===== src/rtl/fpu_arith_arbiter.sv =====
`default_nettype none
// +--------------------------------------------------------------------------+
// | Module : fpu_arith_arbiter                                               |
// | Shares one FPU multiply/add-sub pair between two round-robin clients,    |
// | with a watchdog that turns a hung unit into an error response.           |
// | Rev    : 1.0  initial release                                            |
// +--------------------------------------------------------------------------+
module fpu_arith_arbiter #(
   parameter int TIMEOUT_CYCLES = 255
) (
   input  logic        clk,
   input  logic        reset,
   input  logic        req0,
   input  logic        req1,
   input  logic [1:0]  op0,
   input  logic [1:0]  op1,
   input  logic [1:0]  rmode0,
   input  logic [1:0]  rmode1,
   input  logic [79:0] a0,
   input  logic [79:0] b0,
   input  logic [79:0] a1,
   input  logic [79:0] b1,
   output logic        grant0,
   output logic        grant1,
   output logic        done0,
   output logic        done1,
   output logic [79:0] resp_result,
   output logic [3:0]  resp_flags,
   output logic        resp_error,
   output logic        mul_enable,
   output logic        add_enable,
   output logic [79:0] unit_a,
   output logic [79:0] unit_b,
   output logic [1:0]  unit_rmode,
   output logic        add_subtract,
   input  logic        mul_done,
   input  logic        add_done,
   input  logic [79:0] mul_result,
   input  logic [79:0] add_result,
   input  logic [3:0]  mul_flags,
   input  logic [3:0]  add_flags
);

   localparam logic [79:0] c_indefinite    = 80'hFFFF_C000_0000_0000_0000;
   localparam logic [3:0]  c_error_flags   = 4'b1000;
   localparam logic [7:0]  c_timeout_limit = 8'(TIMEOUT_CYCLES);
   localparam logic [1:0]  c_op_reserved   = 2'b11;

   typedef enum logic [1:0] {
      S_IDLE    = 2'd0,
      S_ISSUE   = 2'd1,
      S_WAIT    = 2'd2,
      S_RESPOND = 2'd3
   } state_t;

   state_t      r_state;
   logic        r_owner;
   logic        r_last;
   logic [1:0]  r_op;
   logic [79:0] r_a;
   logic [79:0] r_b;
   logic [1:0]  r_rmode;
   logic [7:0]  r_count;
   logic        r_grant0;
   logic        r_grant1;
   logic        r_done0;
   logic        r_done1;
   logic        r_mul_en;
   logic        r_add_en;
   logic [79:0] r_result;
   logic [3:0]  r_flags;
   logic        r_error;

   state_t      w_state_nx;
   logic        w_grant0_nx;
   logic        w_grant1_nx;
   logic        w_done0_nx;
   logic        w_done1_nx;
   logic        w_mul_en_nx;
   logic        w_add_en_nx;
   logic        w_last_nx;
   logic        w_take;
   logic        w_win;
   logic [1:0]  w_win_op;
   logic        w_sel_done;
   logic        w_load_unit;
   logic        w_load_error;
   logic        w_count_clr;
   logic        w_count_inc;

   // Tie goes to whoever did not win last; a lone requester always wins.
   assign w_win      = (req0 && req1) ? ~r_last : req1;
   assign w_win_op   = w_win ? op1 : op0;
   assign w_sel_done = r_op[1] ? mul_done : add_done;

   always_comb begin
      w_state_nx   = r_state;
      w_grant0_nx  = r_grant0;
      w_grant1_nx  = r_grant1;
      w_done0_nx   = 1'b0;
      w_done1_nx   = 1'b0;
      w_mul_en_nx  = 1'b0;
      w_add_en_nx  = 1'b0;
      w_last_nx    = r_last;
      w_take       = 1'b0;
      w_load_unit  = 1'b0;
      w_load_error = 1'b0;
      w_count_clr  = 1'b0;
      w_count_inc  = 1'b0;

      case (r_state)
         S_IDLE: begin
            if (req0 || req1) begin
               w_take      = 1'b1;
               w_grant0_nx = ~w_win;
               w_grant1_nx = w_win;
               if (w_win_op == c_op_reserved) begin
                  w_load_error = 1'b1;
                  w_done0_nx   = ~w_win;
                  w_done1_nx   = w_win;
                  w_state_nx   = S_RESPOND;
               end else begin
                  w_state_nx = S_ISSUE;
               end
            end
         end
         S_ISSUE: begin
            w_mul_en_nx = r_op[1];
            w_add_en_nx = ~r_op[1];
            w_count_clr = 1'b1;
            w_state_nx  = S_WAIT;
         end
         S_WAIT: begin
            if (w_sel_done) begin
               w_load_unit = 1'b1;
               w_done0_nx  = ~r_owner;
               w_done1_nx  = r_owner;
               w_state_nx  = S_RESPOND;
            end else if (r_count == c_timeout_limit) begin
               w_load_error = 1'b1;
               w_done0_nx   = ~r_owner;
               w_done1_nx   = r_owner;
               w_state_nx   = S_RESPOND;
            end else begin
               w_count_inc = 1'b1;
            end
         end
         S_RESPOND: begin
            w_grant0_nx = 1'b0;
            w_grant1_nx = 1'b0;
            w_last_nx   = r_owner;
            w_state_nx  = S_IDLE;
         end
         default: w_state_nx = S_IDLE;
      endcase
   end

   always_ff @(posedge clk or posedge reset) begin
      if (reset) begin
         r_state  <= S_IDLE;
         r_last   <= 1'b1;
         r_grant0 <= 1'b0;
         r_grant1 <= 1'b0;
         r_done0  <= 1'b0;
         r_done1  <= 1'b0;
         r_mul_en <= 1'b0;
         r_add_en <= 1'b0;
      end else begin
         r_state  <= w_state_nx;
         r_last   <= w_last_nx;
         r_grant0 <= w_grant0_nx;
         r_grant1 <= w_grant1_nx;
         r_done0  <= w_done0_nx;
         r_done1  <= w_done1_nx;
         r_mul_en <= w_mul_en_nx;
         r_add_en <= w_add_en_nx;
      end
   end

   always_ff @(posedge clk or posedge reset) begin
      if (reset) begin
         r_owner  <= 1'b0;
         r_op     <= 2'b00;
         r_a      <= '0;
         r_b      <= '0;
         r_rmode  <= 2'b00;
         r_count  <= 8'd0;
         r_result <= '0;
         r_flags  <= 4'b0000;
         r_error  <= 1'b0;
      end else begin
         if (w_take) begin
            r_owner <= w_win;
            r_op    <= w_win_op;
            r_a     <= w_win ? a1 : a0;
            r_b     <= w_win ? b1 : b0;
            r_rmode <= w_win ? rmode1 : rmode0;
         end
         if (w_count_clr) begin
            r_count <= 8'd0;
         end else if (w_count_inc) begin
            r_count <= r_count + 8'd1;
         end
         if (w_load_unit) begin
            r_result <= r_op[1] ? mul_result : add_result;
            r_flags  <= r_op[1] ? mul_flags : add_flags;
            r_error  <= 1'b0;
         end else if (w_load_error) begin
            r_result <= c_indefinite;
            r_flags  <= c_error_flags;
            r_error  <= 1'b1;
         end
      end
   end

   assign grant0       = r_grant0;
   assign grant1       = r_grant1;
   assign done0        = r_done0;
   assign done1        = r_done1;
   assign resp_result  = r_result;
   assign resp_flags   = r_flags;
   assign resp_error   = r_error;
   assign mul_enable   = r_mul_en;
   assign add_enable   = r_add_en;
   assign unit_a       = r_a;
   assign unit_b       = r_b;
   assign unit_rmode   = r_rmode;
   assign add_subtract = r_op[0];

endmodule
`default_nettype wire


===== config.mk =====
export PLATFORM = sky130hd
export DESIGN_NAME = fpu_arith_arbiter
export DESIGN_NICKNAME = d
export VERILOG_FILES = /design/src/rtl/fpu_arith_arbiter.sv
export SDC_FILE = /design/constraint.sdc
export NUM_CORES = 1
export LEC_CHECK = 0
export ABC_AREA = 1
export BUFFER_PORTS_ARGS = -buffer_cell sky130_fd_sc_hd__buf_2
export CAP_MARGIN = 5
export CORE_AREA = 2 2 298 300
export DETAILED_ROUTE_END_ITERATION = 12
export DIE_AREA = 0 0 300 302
export SYNTH_ARGS = -nofsm -noshare
export SYNTH_HDL_FRONTEND = slang
export SYNTH_SLANG_ARGS = --single-unit

===== constraint.sdc =====
create_clock -name clk -period 15.66 [get_ports clk]
set_input_delay 2.349 -clock clk [delete_from_list [all_inputs] [get_ports clk]]
set_output_delay 2.349 -clock clk [all_outputs]
set_load 0.05 [all_outputs]

== Word level (Yosys, flattened, before mapping) ==
Cells that the tools add are included.

* Bits in registers: 267
* Bits of input ports: 502
* Output and inout port bits: 254
* Logic and storage cells: 87

* Add/sub/neg operators: 1
* Eq/ne operators: 7
* Mux-type cells: 50
* Bitwise gates (word level): 4
* Reductions and logical operators: 8

{| class="wikitable"
|+ Operators by type and width
! cell !! number
|-
| $mux W80 || 5
|-
| $mux W1 || 28
|-
| $mux W8 || 2
|-
| $mux W2 || 6
|-
| $mux W4 || 3
|-
| $pmux W1 S2 || 5
|-
| $add A8 B1 Y8 const B || 1
|-
| $eq A8 B8 Y1 const B || 1
|-
| $pmux W2 S4 || 1
|-
| $eq A2 B2 Y1 const B || 3
|-
| $reduce_bool A2 Y1 || 3
|-
| $not A1 Y1 || 4
|-
| $reduce_and A2 Y1 || 2
|-
| $ne A3 B3 Y1 const B || 1
|-
| $eq A2 B1 Y1 const B || 1
|-
| $logic_not A2 Y1 || 1
|-
| $ne A2 B2 Y1 const B || 1
|-
| $logic_and A1 B1 Y1 || 1
|-
| $logic_or A1 B1 Y1 || 1
|}

== Depth between registers and ports, before layout ==
* Word-level depth: 9
* Depth in mapped cells: 11

== Worst setup path after synthesis ==
OpenSTA, ideal clock, no wires.

* Path type: input to register
* From: in req0
* To: reg r_flags[1], in the netlist resp_flags[1]
* Library setup time: 0.120 ns
* Arrival time: 3.208 ns
* Required time: 15.540 ns
* Setup slack: 12.332 ns
* Cell stages on the path: 9
* Cell sequence: nand2_1 > nand2_2 > nand2_1 > nand2_1 > nand3_2 > buf_6 > buf_2 > nand3_1 > nand2_1

* Cells in the longest elaborated chain, start to end: 8
* Elaborated cells on any way between the ends: 9
* Classes of those cells: 1 x eq/ne; 5 x mux; 3 x reduce/logical

{| class="wikitable"
|+ RTL lines
! item !! line !! RTL
|-
| from (decl) || 13 || <nowiki>input logic req0,</nowiki>
|-
| $logic_and A1 B1 Y1 || 92 || <nowiki>assign w_win = (req0 && req1) ? ~r_last : req1;</nowiki>
|-
| $mux W1 || 92 ||
|-
| $mux W2 || 93 || <nowiki>assign w_win_op = w_win ? op1 : op0;</nowiki>
|-
| $eq A2 B2 Y1 || 117 || <nowiki>if (w_win_op == c_op_reserved) begin</nowiki>
|-
| $mux W1 || 117 ||
|-
| $mux W1 * || 113 || <nowiki>if (req0 || req1) begin</nowiki>
|-
| $pmux W1 S2 * || 111 || <nowiki>case (r_state)</nowiki>
|-
| $reduce_bool A2 Y1 (no line) * || n/a ||
|-
| to (signal assigned) || 206 || <nowiki>r_flags <= r_op[1] ? mul_flags : add_flags;</nowiki>
|-
| to (signal assigned) || 210 || <nowiki>r_flags <= c_error_flags;</nowiki>
|-
| to (decl) || 71 || <nowiki>logic [3:0] r_flags;</nowiki>
|}

Every way passes the cells marked *; elsewhere a longest branch is shown, timed or not.
A chain may end at the register's enable or synchronous reset.

== Worst setup path in the final report ==
* From: in req0
* To: reg r_a[70], in the netlist unit_a[70]

* Cells in the longest elaborated chain, start to end: 3
* Elaborated cells on any way between the ends: 6
* Classes of those cells: 4 x mux; 2 x reduce/logical

{| class="wikitable"
|+ RTL lines
! item !! line !! RTL
|-
| $logic_and A1 B1 Y1 or $logic_or A1 B1 Y1 (tied branches) || 92, 113 ||
|-
| $mux W1 (on tied branches) || 92, 113 ||
|-
| $mux W80 or $mux W1 (tied branches) || 195, 111 ||
|-
| to (signal assigned) || 195 || <nowiki>r_a <= w_win ? a1 : a0;</nowiki>
|-
| to (decl) || 60 || <nowiki>logic [79:0] r_a;</nowiki>
|}

Parallel ways exist; a longest one is shown, timed or not.

==> impl_results.md <==
- Status: finished, final reports clean
- Final Slew Violations: 0
- Post-placement setup slack: 10.51 ns
- Sequential share of power: a little over a quarter
- Residual DRC count: 0
- Max-Cap Viols: 0
- Post-synth EDFFs: 0
- Area leader, netlist: dfrtp_1
- Crit path max fanout: 87
- Pint: 2100 uW
- Leak Pwr: 0.00989 uW
- Combinational cell fraction of total power: a little under three fifths
- CP max stage cell: buf_4
- Synth-to-Final Area Change: 47.0%
- Most common cell after layout, fill and taps aside: buf_2
- Clock share of power: 17.7%
- Placed wire-length estimate: 42500 um
- Worst-path clk slew: approximately 0.060 ns
- Worst Hold End: unit_a[70]
- Final WS setup: 10.97 ns
- Port Buf Inserts: between 700 and 800
- Worst Hold Path Cells: 2
- Post-synth cell types: 25
- Switching Share: 55.0%
- Worst Skew: 0.0116 ns
- Hold_buf cts: 0
- Num CTS Buffers: 35
- Setup CP Type: input port to register
- Global-route wire length before repair: between 80000 and 90000 um
- RSZ-0062 raised after global routing: no
- Routed len/inst: 15.9 um
- Min Clock Period, post-route: 4.69 ns
- Root Buffer: clkbuf_16
- Drt first-iter violations: 1236
- Die footprint: 0.0906 mm^2
- CP peak stage delay: between 0.7 and 0.8 ns
- Final WL: ~56000 um
- Worst-Margin Slew: 0.932 ns
- Post-Syn Instances: 1664
- Most frequent cells in the layout: buf_2 (755), nand2_1 (605), dfrtp_1 (265)
- Fill cells: 9897
- GRT Total Usage: 11.7%
- Ratio of cells with drive above 1 in the final layout: 35.4%
- Post-CTS sizing: 0
- Cell family with most CP delay: buffers and inverters
- Final Net Count: 2863
- Fin cells: 3548
- Total congestion overflow: 0
- Via density: 3.94
- Synth area leaders: dfrtp_1 (52%), nand2_1 (18%), o21ai_1 (6.5%), o21ai_0 (6.5%), nor2_1 (5.1%)
- R2R setup slack: 12.36 ns
- Post-CTS Setup Inserts: 0
- Final Hold Fails: 0
- Most common flop cell mapped by yosys: dfrtp_1
- Hold path startpoint: unit_a[70]
- Reg2reg path depth: 9
- Normalized max-slew margin: 37.9%
- Worst-Skew Late Latency: approximately 0.53 ns
- IR drop worst, VDD: 0.130 mV
- Area of the core: 0.0876 mm^2
- DP Cell Count: 3484
- #FFs+latches synth: approximately 270
- Startpoint types: input port
- R2r endpoint: grant0
- Vias in the first global route: 13000
- Die height: 302 um
- Final Setup Violations: 0
- Post-synthesis sequential area ratio: ~52%
- Power per cell area: 249 mW/mm^2
- Initial antenna violation count: 2
- Post-synth top area share: around 52%
- Die X: ~300 um
- Placer Congestion: 0.921
- Top cell by count, worst path: buf_4
- Synthesized cell area: ~0.013 mm^2
- Clock sinks: about 270
- CTS tree: built
- Crit-path cells: buf_2 -> nand2_1 -> nand2_8 -> inv_4 -> buf_4 -> buf_4 -> o21ai_0 -> o21ai_1
- WP data required: 16.12 ns
- Syn_nets: approximately 2200
- FP Rows: between 100 and 150
- Net Sw Power: 2570 uW
- Largest net degree at the start of global routing: 89
- F_max: 0.213 GHz
- Fin Setup TNS: 0 ns
- Routed Antenna Nets: 0
- FFs w/ async S/R, synth: 100%
- Launching point of the worst reg2reg path: r_state[1]
- Pre-antenna DRT Iters: 6
- Hold Crit Class: register to register
- Worst Path Buf+Inv: 4
- Vias: 14000
- CP arrival: 5.15 ns
- Pwr Total: ~4700 uW
- Period utilisation layout: 29.9%
- Mean post-synth cell area: approximately 7.7 um^2
- Yosys warning count: 0
- Clk buf depth: 3
- H-tree levels: 2
- Starting density of the core: roughly 15%
- Critical Path End Type: register
- IO Count: 756
[final cells by class]
| class | count | area [um^2] | share of cell area, % |
|---|---|---|---|
| well taps | 1165 | 1460 | 7.77 |
| diodes | 1 | 2.50 | 0.0133 |
| clock inverters | 10 | 108 | 0.574 |
| flip-flops and latches | 267 | 6680 | 35.6 |
| multi-input cells | 1255 | 5420 | 28.9 |
| repair buffers | 773 | 3910 | 20.9 |
| inverters | 24 | 105 | 0.560 |
| clock buffers | 53 | 1070 | 5.68 |
[power groups by stage]
stage / registers [uW] / clock network, uW / logic, uW
floorplan: 2350 / 0 / 758
global placement: 1230 / 0 / 2620
detailed placement: 1230 / 0 / 2640
CTS: 1230 / 865 / 2650
global route: 1270 / 888 / 2810
finish: 1230 / 826 / 2620
[per-stage QoR]
stage	area [um^2]	hold slack, ns	util (%)
detailed placement	17600	0.473	20.1
floorplan	12800	0.466	-
CTS	18800	0.487	21.4
global route	18800	0.509	21.4
finish	18800	0.482	21.4
global placement	17600	0.467	20.1
[synth_stat cells, types with 7 or more instances]
library cell,number
dfrtp_1,266
buf_2,53
o21ai_0,166
nor2_1,174
o21ai_1,167
buf_6,9
inv_1,19
nand3_1,119
nand2_1,605
clkbuf_1,44
buf_1,7
[state kept, by name, summed over array words and instances (netlist names), 2 cells and up]
signal,cells
resp_result,80
unit_a,80
unit_b,80
r_count,8
resp_flags,4
r_op,2
r_state,2
unit_rmode,2
[metal layers]
| metal | routed length, um | global-route usage, % | up-vias |
|---|---|---|---|
| met5 | 0 | 0 | - |
| met4 | 2360 | 5.26 | 0 |
| met3 | 4550 | 3.01 | 110 |
| met2 | 26500 | 19.0 | 606 |
| met1 | 22900 | 14.5 | 6514 |
| li1 | - | - | 6757 |
[tightest hold or removal path, delay by kind of cell (launching register included)]
family	cells	cell delay, ns
compound gates	1	0.06
flops	1	0.33
simple gates	1	0.05
[cells by family (layout without fill, tap and decap cells)]
| kind of cell | Yosys count | count (layout) | synth area share (%) |
|---|---|---|---|
| simple gates | 907 | 907 | 28.2 |
| compound gates | 338 | 338 | 13.3 |
| flops | 267 | 267 | 52.4 |
| buf+inv | 142 | 860 | 5.37 |
| fa+ha+maj | 5 | 5 | 0.490 |
| xor+xnor | 5 | 5 | 0.343 |
| other cells | 0 | 1 | 0 |
[how the worst max path moves through the flow]
stage / startpoint / to / slack [ns] / depth (start not counted)
2_1_floorplan: reset / add_enable / 5.96 / 1
3_3_place_gp: req0 / grant1 / 10.58 / 8
3_5_place_dp: req0 / grant1 / 10.51 / 8
4_1_cts: req1 / grant0 / 11.08 / 8
5_1_grt: req0 / unit_b[24] / 10.83 / 8
6_report: req0 / unit_a[70] / 10.97 / 8
Power figures use the tool's default switching activity.
